<file path="config.mk">
export PLATFORM = sky130hd
export DESIGN_NAME = int_ack_ctrl
export DESIGN_NICKNAME = d
export VERILOG_FILES = /design/src/rtl/int_ack_ctrl.sv
export SDC_FILE = /design/constraint.sdc
export NUM_CORES = 1
export LEC_CHECK = 0
export BUFFER_PORTS_ARGS = -buffer_cell sky130_fd_sc_hd__buf_2
export CORE_MARGIN = 3
export CORE_UTILIZATION = 55
export CTS_CLUSTER_SIZE = 16
export DETAILED_ROUTE_END_ITERATION = 16
export PLACE_DENSITY = 0.79
export SYNTH_ARGS = -nofsm -noshare
export SYNTH_HDL_FRONTEND = slang
export SYNTH_SLANG_ARGS = --single-unit
export TNS_END_PERCENT = 10
</file>
<file path="constraint.sdc">
create_clock -name Clk -period 3.96 [get_ports Clk]
set_clock_uncertainty 0.1 [all_clocks]
set_input_delay 0.396 -clock Clk [delete_from_list [all_inputs] [get_ports Clk]]
set_output_delay 0.396 -clock Clk [all_outputs]
set_load 0.02 [all_outputs]
</file>
<file path="src/rtl/int_ack_ctrl.sv">
// int_ack_ctrl: round-robin interrupt arbiter with host acknowledge, one-hot source clear and clear timeout.
module int_ack_ctrl #(
    parameter int NUM_SRC = 8,
    parameter int TIMEOUT = 15
) (
    input  logic        Clk,
    input  logic        Reset,
    input  logic [2:0]  Addr,
    output logic [15:0] DataRd,
    input  logic [15:0] DataWr,
    input  logic        En,
    input  logic        Rd,
    input  logic        Wr,
    input  logic [7:0]  IntStatus,
    output logic [7:0]  IntReset,
    output logic        Irq
);
    typedef enum logic [1:0] {IDLE, PEND, CLEAR, WAIT} stateT;
    stateT state, nextState;
    logic [7:0] Enable, req;
    logic [2:0] Vector, LastVec, nextVec, idx;
    logic [3:0] WaitCnt;
    logic Valid, ErrAck, ErrTmo, found;
    logic wrEn, ackWr, ackMatch, withdraw, srcHigh, waitLast, unusedBits;
    assign req = IntStatus & Enable;
    assign wrEn = En & Wr;
    assign ackWr = wrEn && Addr == 3'd2;
    assign ackMatch = ackWr && DataWr[2:0] == Vector;
    assign srcHigh = IntStatus[Vector];
    assign withdraw = !srcHigh || !Enable[Vector];
    assign waitLast = WaitCnt == 4'(TIMEOUT - 1);
    assign Irq = Valid;
    assign IntReset = (state == CLEAR) ? 8'b1 << Vector : 8'h00;
    assign unusedBits = ^{Rd, DataWr[15:8]};
    assign DataRd = !En ? 16'h0000 :
                    Addr == 3'd0 ? {8'h00, Enable} :
                    Addr == 3'd1 ? {8'h00, Valid, ErrAck, ErrTmo, 2'b00, Vector} :
                    Addr == 3'd3 ? {8'h00, IntStatus} : 16'h0000;
    // search starts just above the last serviced source so every source gets a turn
    always_comb begin
        nextVec = Vector;
        found = 1'b0;
        idx = 3'd0;
        for (int i = 0; i < NUM_SRC; i++) begin
            idx = LastVec + 3'(i) + 3'd1;
            if (!found && req[idx]) begin
                nextVec = idx;
                found = 1'b1;
            end
        end
    end
    always_comb begin
        nextState = state;
        case (state)
            IDLE:  nextState = (req != 8'h00) ? PEND : IDLE;
            PEND:  nextState = withdraw ? IDLE : ackMatch ? CLEAR : PEND;
            CLEAR: nextState = WAIT;
            WAIT:  nextState = (!srcHigh || waitLast) ? IDLE : WAIT;
            default: nextState = IDLE;
        endcase
    end
    always_ff @(posedge Clk or negedge Reset) begin
        if (!Reset) state <= IDLE;
        else state <= nextState;
    end
    always_ff @(posedge Clk or negedge Reset) begin
        if (!Reset) begin
            Enable <= 8'h00;
            Vector <= 3'd0;
            LastVec <= 3'd7;
            WaitCnt <= 4'd0;
            Valid <= 1'b0;
            ErrAck <= 1'b0;
            ErrTmo <= 1'b0;
        end else begin
            if (state == IDLE && req != 8'h00) begin
                Vector <= nextVec;
                Valid <= 1'b1;
            end
            if (state == PEND && (withdraw || ackMatch)) Valid <= 1'b0;
            if (state == PEND && !withdraw && ackMatch) LastVec <= Vector;
            if (state == CLEAR) WaitCnt <= 4'd0;
            if (state == WAIT && srcHigh) WaitCnt <= WaitCnt + 4'd1;
            if (wrEn && Addr == 3'd0) Enable <= DataWr[7:0];
            // a matching ack that loses to withdrawal is not an error
            ErrAck <= (ackWr && !(state == PEND && ackMatch)) ? 1'b1 :
                      (wrEn && Addr == 3'd1 && DataWr[6]) ? 1'b0 : ErrAck;
            ErrTmo <= (state == WAIT && srcHigh && waitLast) ? 1'b1 :
                      (wrEn && Addr == 3'd1 && DataWr[5]) ? 1'b0 : ErrTmo;
        end
    end
endmodule

</file>
# Yosys cells after proc, flatten, opt, wreduce, memory -nomap -nowiden
# Index checks and enable logic that the tools add are counted.
# W data, S select, Z words.
# classes
addsub	15
multipliers	0
div	0
n_lt_le_gt_ge	9
eq_ne	8
shift	1
n_mux	53
bitwise_logic	2
reduce_logical	44
# ops
op	n
$mux W8	5
$lt A3 B4 Y1 const B	9
$bmux W1 S3	10
$add A3 B1 Y3 const B	8
$mux W1	24
$mux W3	8
$logic_and A1 B1 Y1	21
$reduce_bool A8 Y1	2
$add A3 B3 Y3 const B	4
$logic_not A1 Y1	11
$and A8 B8 Y8	1
$mux W4	2
$pmux W2 S4	1
$reduce_bool A2 Y1	4
$shl A1 B3 Y8 const A	1
$add A3 B2 Y3 const B	2
$eq A3 B2 Y1 const B	2
$mux W2	3
$add A4 B1 Y4 const B	1
$eq A2 B2 Y1 const B	2
$eq A4 B4 Y1 const B	1
$eq A3 B1 Y1 const B	1
$eq A3 B3 Y1	1
$logic_not A3 Y1	1
other kinds (5)	7
# word_totals
regBits	23
latch_bits	0
ram_bits	0
romBits	0
output_inout_bits	25
wordCells	140
n_memories	0

# Longest topological paths before layout
# logic_depth
ltp_word	26
ltp_mapped	12

# Least setup slack after synthesis
# Ideal clock, no wire load.
# synth_path
kind	register -> register
startpoint	register LastVec[0]
endpoint	register Vector[1]
setup_ns	0.132
t_arrival_ns	2.946
t_required_ns	3.728
slack_ns	0.782
path_stages_with_launch	11
n_path_buf	2
synth_period_minus_slack_ns	3.178
path_cell_list	dfstp_2 buf_4 clkinv_1 ha_1 clkbuf_1 inv_2 mux4_1 a2111oi_4 nand2_1 nor4_1 a211oi_1
# synth_between
elab_chain_cells	26
word_cells_on_any_way	61
classes_between	add/sub: 14; mux: 31; reduce/logical: 16
# synth_lines
item	line_no	rtl
from (decl)	21	logic [2:0] Vector, LastVec, nextVec, idx;
from (signal assigned)	81	if (state == PEND && !withdraw && ackMatch) LastVec <= Vector;
branches (longest 26 deep; another with $add A3 B1 Y3)	-	
to (signal assigned)	77	Vector <= nextVec;
to (decl)	21	
# Parallel ways; which one is timed is not known. The select of a mux whose other input is x is not followed.
# A chain may end at the register's enable or synchronous reset.

# Worst setup path in the final report
# layout_path
startpoint	register LastVec[0]
endpoint	register Vector[0]
# The elaborated chain is that of the path after synthesis.

==> metrics.yaml <==
synth_top_area_share_pct: 19.4
nets: 365
finalCriticalPeriod_ps: 3440
antenna_found_initial: 0
fin_tns_setup_ps: 0
top_layer_used: "met4"
rsz0062_at_grt: "false"
criticalPathCategory: "reg2reg"
grt_pass1_wl_um: 10400
yosys.cell_count.top_type: "nand2_1"
m1WireLength_um: 2860
root_buffer: "clkbuf_8"
internal_power_mw: 0.693
grtUsageTotal_pct: 23.7
synth_top_cells_by_count: "nand2_1, nor2_1, o21ai_0, dfrtp_1, nand3_1"
synth-edff-count: 0
ys_warn_count: 0
drv_slew: 0
finalCritPeriodShare_pct: 86.9
violations: "hold timing"
worst_setup_path_end_kind: "register"
hold_class: "in2async"
fin_hold_ws_ps: -2.91
fin_cells: 379
pwr-share-comb_pct: 54.6
synth_area_per_cell_sq_um: 8.61
switching_power_mw: 0.569
tritoncts: "yes"
synth-seq-cells: 23
clk_pin_slew_ps: 90
maxCapViolCount: 0
yosysUniqueCellTypes: 56
cts_buffers: 3
crit_required_ps: 4020
h-tree-depth: 1
grt_overflow: 0
multiInputGateArea_sq_mm: 0.00181
setup_viol: 0
drt_wl_total_um: 6220
via_per_inst: 6.28
post-dp-hpwl_um: 4650
clock_path_buffers: 2
pwr-share-seq_pct: 33.4
initial_core_util_pct: 57.9
wl_met2_um: 2950
firstDrtPassIters: 5
netlist_area_sq_mm: 0.00257
fp-row-count: 24
gp_routability_congestion: 0.879
worstRegToRegCells: 8
power_density_mw_per_mm2: 460
worstSkewPairLatency_ps: 270
design_area_sq_mm: 0.00275
fp.dieArea_sq_mm: 0.00554
utilization_pct: 61.8
die_h_um: 74.4
worst_slew_pin_slew_ps: 1140
reg2reg_from: "LastVec[0]"
seq_area_sq_um: 579
die_w_um: 74.4
post-route-drc-count: 0
synth_largest_area_cell: "dfrtp_1"
core_sq_mm: 0.00444
cts_sinks: 23
netlist_instances: 299
p_clk_share_pct: 12.0
r2r_end: "Vector[0]"
synthTopCellsByArea: "dfrtp_1, mux2_2, mux4_2"
netSwitchingFraction_pct: 45.1
cts_resized: 0
syn_to_final_growth_pct: 6.71
cts_hold_buf: 0
relSlewSlack_pct: 23.3
hold_viol: 7
worst_ir_drop_vdd_uv: 273
n_antenna_cell: 0
async_flop_share_pct: 100
place_area_sq_mm: 0.00270
cts_setup_buffers: 0
max_freq_mhz: 291
drt-initial-drc-count: 232
cp_max_fo: 27
power_mw: 1.26
avgRoutedWirePerCell_um: 16.4
wl_met3_um: 376
dp_slack_ps: 593
grt_max_degree: 28
ant_nets: 0
p_leak_nw: 1.20
arrival_ps: 3500
ys.flop_type: "dfrtp_1"
worstSetupStartpointType: "register"
portBuffers: 39
drive_gt1_share_pct: 25.4
status: "finished with violations"
yosysSeqAreaShare_pct: 22.5
grt_pass1_vias: 2196
layout_setup_ws_ps: 519
io_pins: 57
dr_total_vias: 2382
nFillCells: 380
reg2reg_slack_ps: 520
dp_cells: 375
## area by class of cell
type                    instances  share of cell area, %
well taps                      52                   2.37
inverters                       9                   1.23
clock inverters                 1                  0.182
clock buffers                   3                   1.50
multi-input cells             250                   66.0
flip-flops and latches         23                   21.1
repair buffers                 41                   7.65
## layer usage
metal,global-route usage (%),vias up
li1,-,1157
met4,3.75,0
met5,0,-
met2,38.4,112
met1,34.3,1109
met3,3.38,4
## critical path, cell delays in order (launching register included)
cell and delay, ps:
dfstp_2 850, clkinv_1 180, ha_1 350, inv_2 110
mux4_1 650, a2111oi_4 570, a22oi_1 240, mux2i_1 200
nand3_1 80
## logic make-up after synthesis
logic type | Yosys count | share of synthesized area [%]
AND/OR/NAND/NOR | 126 | 24.5
AO/OA/AOI/OAI | 67 | 17.7
multiplexers | 37 | 22.0
buffers and inverters | 33 | 8.11
flip-flops | 23 | 22.5
XOR/XNOR | 7 | 2.67
adder cells (fa/ha/maj) | 5 | 2.43
other | 1 | 0.146
## state kept, by name (all words and copies together), names as in the netlist
name / count
Vector: 3
LastVec: 3
ErrAck: 1
Irq: 1
WaitCnt: 4
state: 2
Enable: 8
ErrTmo: 1
## worst max path at each step
stage,cells past startpoint,start,endpoint
finish,8,LastVec[0],Vector[0]
global route,10,LastVec[0],Vector[1]
CTS,8,LastVec[0],Vector[1]
detailed placement,8,LastVec[0],Vector[1]
global placement,8,LastVec[0],Vector[1]
floorplan,10,LastVec[0],Vector[1]
## placed cells by master (no fill, tap or decap), types with 3 or more instances in the layout
cell / n
a211oi_1: 4
a21boi_0: 5
a21o_1: 3
a21oi_1: 6
a22oi_1: 8
and2_1: 7
and3_1: 3
buf_2: 39
clkbuf_8: 3
conb_1: 8
dfrtp_1: 20
dfstp_2: 3
ha_1: 5
inv_1: 7
mux2_2: 16
mux2i_1: 7
mux4_1: 4
mux4_2: 8
nand2_1: 34
nand2b_1: 4
nand3_1: 18
nand4_1: 7
nand4b_1: 5
nor2_1: 30
nor2b_1: 3
nor3_1: 3
nor4_1: 4
o21ai_0: 27
xnor2_1: 4
## power groups by stage
stage               Clock [mW]  Combinational [mW]  Sequential (mW)
global route             0.164               0.769            0.441
CTS                      0.155               0.683            0.422
floorplan                    0               0.639            0.343
finish                   0.151               0.690            0.422
global placement             0               0.663            0.425
detailed placement           0               0.680            0.428
Power figures use the tool's default switching activity.
